## src/rtl/dlx_pkg.sv

```systemverilog
// dlx_pkg: shared DLX fetch-path types and constants
package dlx_pkg;
    localparam logic [31:0] NOP_INSN = 32'h0000_0000;
    typedef struct packed {
        logic [31:0] insn;
        logic [31:0] pc_next;
    } fetch_entry_t;
endpackage

```

## src/rtl/fetch_fifo.sv

```systemverilog
// fetch_fifo: small instruction buffer between the memory response and the IF/ID register
module fetch_fifo
    import dlx_pkg::*;
#(
    parameter int DEPTH = 2,
    localparam int CW = $clog2(DEPTH + 1),
    localparam int PW = DEPTH > 1 ? $clog2(DEPTH) : 1
)(
    input  logic         clk,
    input  logic         reset_n,
    input  logic         flush,
    input  logic         push,
    input  logic         pop,
    input  fetch_entry_t din,
    output fetch_entry_t dout,
    output logic [CW-1:0] count,
    output logic         empty
);
    fetch_entry_t mem [DEPTH];
    logic [PW-1:0] rd_ptr, wr_ptr;
    logic full, do_pop;

    function automatic logic [PW-1:0] nxt(input logic [PW-1:0] p);
        return p == PW'(DEPTH - 1) ? '0 : p + PW'(1);
    endfunction

    assign empty = count == '0;
    assign full = count == CW'(DEPTH);
    assign do_pop = pop && !empty;
    assign dout = mem[rd_ptr];

    always_ff @(posedge clk)
        if (reset_n && !flush && push) mem[wr_ptr] <= din;

    always_ff @(posedge clk)
        if (!reset_n || flush) begin
            rd_ptr <= '0;
            wr_ptr <= '0;
            count <= '0;
        end else begin
            if (push) wr_ptr <= nxt(wr_ptr);
            if (do_pop) rd_ptr <= nxt(rd_ptr);
            count <= count + CW'(push) - CW'(do_pop);
        end

    // the request credit rule keeps this unreachable
    always_ff @(posedge clk)
        if (reset_n && !flush && push) assert (!full || do_pop);
endmodule

```

## src/rtl/fetch_stage.sv

```systemverilog
// fetch_stage: DLX IF stage - fetch PC, memory request credit, response buffering, IF/ID register
module fetch_stage
    import dlx_pkg::*;
#(
    parameter logic [31:0] RESET_PC = 32'h0000_0000,
    parameter int FIFO_DEPTH = 2,
    parameter int MAX_OUT = 2
)(
    input  logic        clk,
    input  logic        reset_n,
    input  logic        stall,
    input  logic        redirect_ex,
    input  logic [31:0] target_ex,
    input  logic        redirect_id,
    input  logic [31:0] target_id,
    output logic        i_req,
    output logic [31:0] i_addr,
    input  logic        i_gnt,
    input  logic        i_rvalid,
    input  logic [31:0] i_rdata,
    output logic [31:0] instr_ID,
    output logic [31:0] PC_ID,
    output logic        valid_ID
);
    localparam int OW = $clog2(MAX_OUT + 1);
    localparam int CW = $clog2(FIFO_DEPTH + 1);

    logic [31:0] pc_f, pc_resp, target, credit;
    logic [OW-1:0] outstanding, drop_cnt;
    logic [CW-1:0] fifo_count;
    logic redirect, grant, live, bypass, push, pop, fifo_empty;
    fetch_entry_t head, resp;

    assign redirect = redirect_ex || redirect_id;
    assign target = redirect_ex ? target_ex : target_id;
    // live requests plus buffered words must never exceed the buffer
    assign credit = 32'(outstanding) - 32'(drop_cnt) + 32'(fifo_count);
    assign i_req = reset_n && !redirect && 32'(outstanding) < MAX_OUT && credit < FIFO_DEPTH;
    assign i_addr = pc_f;
    assign grant = i_req && i_gnt;
    assign live = i_rvalid && drop_cnt == '0 && !redirect;
    assign resp = '{insn: i_rdata, pc_next: pc_resp + 32'd4};
    assign bypass = live && fifo_empty && !stall;
    assign push = live && !bypass;
    assign pop = !redirect && !stall && !fifo_empty;

    fetch_fifo #(.DEPTH(FIFO_DEPTH)) u_fifo (
        .clk(clk),
        .reset_n(reset_n),
        .flush(redirect),
        .push(push),
        .pop(pop),
        .din(resp),
        .dout(head),
        .count(fifo_count),
        .empty(fifo_empty)
    );

    always_ff @(posedge clk)
        if (!reset_n) begin
            pc_f <= RESET_PC;
            pc_resp <= RESET_PC;
            outstanding <= '0;
            drop_cnt <= '0;
        end else begin
            outstanding <= outstanding + OW'(grant) - OW'(i_rvalid);
            pc_f <= redirect ? target : grant ? pc_f + 32'd4 : pc_f;
            pc_resp <= redirect ? target : live ? pc_resp + 32'd4 : pc_resp;
            drop_cnt <= redirect ? outstanding - OW'(i_rvalid)
                      : (i_rvalid && drop_cnt != '0) ? drop_cnt - OW'(1) : drop_cnt;
        end

    // a redirect squashes IF/ID even while ID is stalled
    always_ff @(posedge clk)
        if (!reset_n) begin
            instr_ID <= NOP_INSN;
            PC_ID <= '0;
            valid_ID <= 1'b0;
        end else if (redirect) begin
            instr_ID <= NOP_INSN;
            valid_ID <= 1'b0;
        end else if (!stall) begin
            instr_ID <= pop ? head.insn : bypass ? resp.insn : NOP_INSN;
            PC_ID <= pop ? head.pc_next : bypass ? resp.pc_next : PC_ID;
            valid_ID <= pop || bypass;
        end
endmodule
```

## config.mk

```make
export PLATFORM = sky130hd
export DESIGN_NAME = fetch_stage
export DESIGN_NICKNAME = d
export VERILOG_FILES = /design/src/rtl/dlx_pkg.sv /design/src/rtl/fetch_fifo.sv /design/src/rtl/fetch_stage.sv
export SDC_FILE = /design/constraint.sdc
export NUM_CORES = 1
export LEC_CHECK = 0
export ABC_AREA = 1
export BUFFER_PORTS_ARGS = -buffer_cell sky130_fd_sc_hd__buf_2
export CELL_PAD_IN_SITES_DETAIL_PLACEMENT = 0
export CELL_PAD_IN_SITES_GLOBAL_PLACEMENT = 1
export CORE_ASPECT_RATIO = 0.5
export CORE_MARGIN = 5
export CORE_UTILIZATION = 42
export DETAILED_ROUTE_END_ITERATION = 12
export PLACE_DENSITY_LB_ADDON = 0.3
export SYNTH_ARGS = -nofsm -noshare
export SYNTH_HDL_FRONTEND = slang
export SYNTH_SLANG_ARGS = --single-unit
```

## constraint.sdc

```tcl
create_clock -name clk -period 8 [get_ports clk]
set_input_delay 0.4 -clock clk [delete_from_list [all_inputs] [get_ports clk]]
set_output_delay 0.4 -clock clk [all_outputs]
set_load 0.02 [all_outputs]
```

==> summary.md <==
| Metric | Value |
|---|---|
| CP Launch Type | `primary input` |
| CP arrival | `3.78 ns` |
| Crit path from | `redirect_ex` |
| Initial antenna violation count | `0` |
| Post-CTS sizing | `0` |
| PortBufs | `200` |
| Critical-path cell list | `buf_2 > nor2_8 > buf_4 > nand3_2 > inv_1 > nand2_1 > inv_1 > nand2_1 > nor2_4 > buf_4` |
| Vias | `10500` |
| CTS tree | `done` |
| Hold/Removal Path Class | `primary input to flop` |
| Deepest clock path buffer count | `3` |
| Final worst-path cycle share | `45.2%` |
| Minimum clock period | `3.61 ns` |
| Final setup vio count | `0` |
| Vias in the first global route | `10400` |
| First-pass GRT wire length | `56200 µm` |
| Reg2reg end | `u_fifo.mem[0][47]` |
| CTS Buf Count | `25` |
| Post-CTS setup buffer count | `0` |
| Fin. max-slew vios | `0` |
| Drt initial violations | `720` |
| Worst slew margin | `31.0%` |
| RSZ-0062 raised after global routing | `no` |
| Yosys warning count | `0` |
| First drt pass iteration count | `5` |
| Row cnt | `44` |
| Clock Latency Late Sink | `0.56 ns` |
| Root buffer cell | `clkbuf_16` |
| I/O pin count | `201` |
| Hpwl dp | `24800 µm` |
| Flops & latches, synth | `264` |
| Tightest Pin Transition | `1.03 ns` |
| Sequential share of the synthesized area | `52.8%` |
| P&R area growth vs syn | `17.7%` |
| CP Data Required Time | `8.17 ns` |
| Fmax | `0.277 GHz` |
| H-tree Lvls | `1` |
| Clock slew at reported path FFs | `0.07 ns` |
| Syn Area/Cell | `8.41 µm²` |
| Reg-to-reg slack, setup | `4.77 ns` |
| CTS sink cnt | `264` |
| CP endpoint kind | `flop` |
| # diodes | `0` |
| Post-DR wirelength/cell | `17.3 µm` |
| Final Util | `50.3%` |
| Share of post-route cells with drive strength above 1 | `18.5%` |
| Fin worst setup slack | `4.39 ns` |
| Gr ovfl total | `0` |
| Max-Cap Viols | `0` |
| # hold bufs at CTS | `0` |
| Die Span Y | `132 µm` |
| VDD IR max | `0.145 mV` |
| Distinct cells, synth | `38` |
| Routed vias/inst | `5.11` |
| GPL Wtd Cong | `0.925` |
| Final Skew | `0.0204 ns` |
| Post-Syn Nets | `1595` |
| Post-Route WL | `35600 µm` |
| Setup TNS | `0 ns` |
| Detail Route Antenna Nets | `0` |
| Hold depth | `1` |
| Largest stage delay, worst path | `0.78 ns` |
| Initial Util | `42.7%` |
| Die Wd | `253 µm` |
| Status | `finished clean` |
| LEAKAGE | `0.00569 µW` |
| Slowest cell on the critical path | `inv_1` |
| Post-Place Setup Slack | `3.84 ns` |
| Post-Syn Instances | `1480` |
| DRC Markers | `0` |
| Worst r2r src | `drop_cnt[0]` |
| Core area | `0.0291 mm²` |
| Critical path class | `primary input to flop` |
| Final net count | `1759` |
| Cell area power density | `217 mW/mm²` |
| Critical path endpoint | `u_fifo.mem[0][47]` |
| Die ar. | `0.0334 mm²` |
| Synth Cell Area | `0.0124 mm²` |
| Final Hold Violating Endpoints | `0` |
| All-layer global routing usage | `20.7%` |
| Largest net degree at the start of global routing | `70` |
| FF-to-FF path depth | `9` |
| CP max FO | `64` |
-- critical path, delay by kind of cell --
family / cells / cell delay [ns]
buffers and inverters: 5 / 2.46
AND/OR/NAND/NOR: 5 / 0.80
-- registers in the layout, indices dropped and copies added, names as in the netlist, 2 cells and up, named ones only --
name and flops:
outstanding 2, u_fifo.count 2, u_fifo.mem 128, instr_ID 32, PC_ID 32, drop_cnt 2
pc_resp 31, i_addr 31
-- power by group --
part | switching (µW) | total [µW] | leakage, µW | internal, µW
clock network | 554 | 1400 | 0.000457 | 843
logic | 195 | 288 | 0.00296 | 93.3
registers | 42.7 | 1500 | 0.00227 | 1460
-- cell type report --
class	instances	area, µm²
timing repair buffer	207	1050
tap	391	489
sequential	264	6570
clock buffer	26	629
multi-input combinational	1056	5230
inverter	90	338
clock inverter	20	338
fill	2846	14500
-- per-layer routing --
layer | routed length (µm) | track usage [%] | share of wire, % | up-vias
met3 | 1840 | 3.16 | 5.2 | 51
met5 | 0 | 0 | 0 | -
met4 | 891 | 4.94 | 2.5 | 0
li1 | - | - | - | 5249
met1 | 16600 | 29.3 | 47 | 4913
met2 | 16300 | 33.6 | 46 | 290
-- logic make-up after synthesis --
kind of cell	after synthesis	synth area share, %
AO/OA/AOI/OAI	238	10.4
AND/OR/NAND/NOR	728	23.6
buffers and inverters	160	5.48
flip-flops	264	52.8
XOR/XNOR	19	1.34
adder cells (fa/ha/maj)	12	1.33
multiplexers	59	5.12
-- per-stage QoR --
| stage | hold WS (ns) | std cells | total power (µW) | instance area [µm²] |
|---|---|---|---|---|
| 2_1_floorplan | 0.444 | 1480 | 1700 | 12400 |
| 3_3_place_gp | 0.446 | 2008 | 1810 | 13700 |
| 3_5_place_dp | 0.448 | 2008 | 1820 | 13700 |
| 4_1_cts | 0.0277 | 2054 | 3210 | 14600 |
| 5_1_grt | 0.0277 | 2054 | 3310 | 14600 |
| 6_report | 0.0565 | 2054 | 3180 | 14600 |
-- cell usage in the layout (no fill, tap or decap), types with 4 or more instances in the layout --
cell / netlist / layout
nand2_1: 419 / 419
nor2_1: 234 / 232
buf_2: 23 / 200
dfxtp_1: 136 / 135
edfxtp_1: 128 / 128
a21oi_1: 97 / 97
inv_1: 88 / 87
o21ai_0: 72 / 72
a31oi_1: 49 / 49
nand3_1: 40 / 40
mux2_2: 37 / 37
clkbuf_16: 0 / 25
mux2i_1: 22 / 22
xor2_1: 13 / 13
ha_1: 10 / 10
nand3b_1: 8 / 8
bufinv_16: 0 / 8
o22ai_1: 7 / 7
buf_4: 14 / 7
xnor2_1: 6 / 6
nand4_1: 6 / 6
o211ai_1: 6 / 6
nor3_1: 5 / 4
o21bai_1: 4 / 4
clkinvlp_4: 0 / 4
-- worst min path at each step --
stage          slack, ns           from                end
2_1_floorplan       0.44  u_fifo.wr_ptr      u_fifo.wr_ptr
3_3_place_gp        0.45       valid_ID           valid_ID
3_5_place_dp        0.45       valid_ID           valid_ID
4_1_cts             0.03    i_rdata[30]  u_fifo.mem[0][62]
5_1_grt             0.03    i_rdata[30]  u_fifo.mem[0][62]
6_report            0.06    i_rdata[30]  u_fifo.mem[0][62]
-- cells in the mapped netlist --
library cell    n  share of area (%)
or2_2           3               0.15
nand3_4         1               0.14
nand3b_1        8               0.48
nand2_1       419                 13
mux2i_1        22                1.8
buf_4          14               0.84
dfxtp_1       136                 22
nand2_4         2               0.18
nor3_4          1               0.13
xor2_1         13               0.91
buf_2          23               0.92
nand4_1         6               0.30
o22ai_1         7               0.35
nor3_1          5               0.20
o21bai_1        4               0.24
inv_1          88                2.7
and2_1          2               0.10
a31oi_1        49                2.5
nor3b_1         1              0.060
o21ai_0        72                2.9
nor2_2          1              0.050
o211ai_1        6               0.36
inv_2           2              0.060
nor3_2          2               0.16
nand3_2         2               0.16
nor2_8          1               0.16
nor2_1        234                7.1
buf_1           2              0.060
a21oi_1        97                3.9
edfxtp_1      128                 31
clkbuf_1       31               0.93
a211oi_1        1              0.060
nand3_1        40                1.6
mux2_2         37                3.3
xnor2_1         6               0.42
fa_1            2               0.32
ha_1           10                1.0
o21a_1          2               0.12
Power figures use the tool's default switching activity.
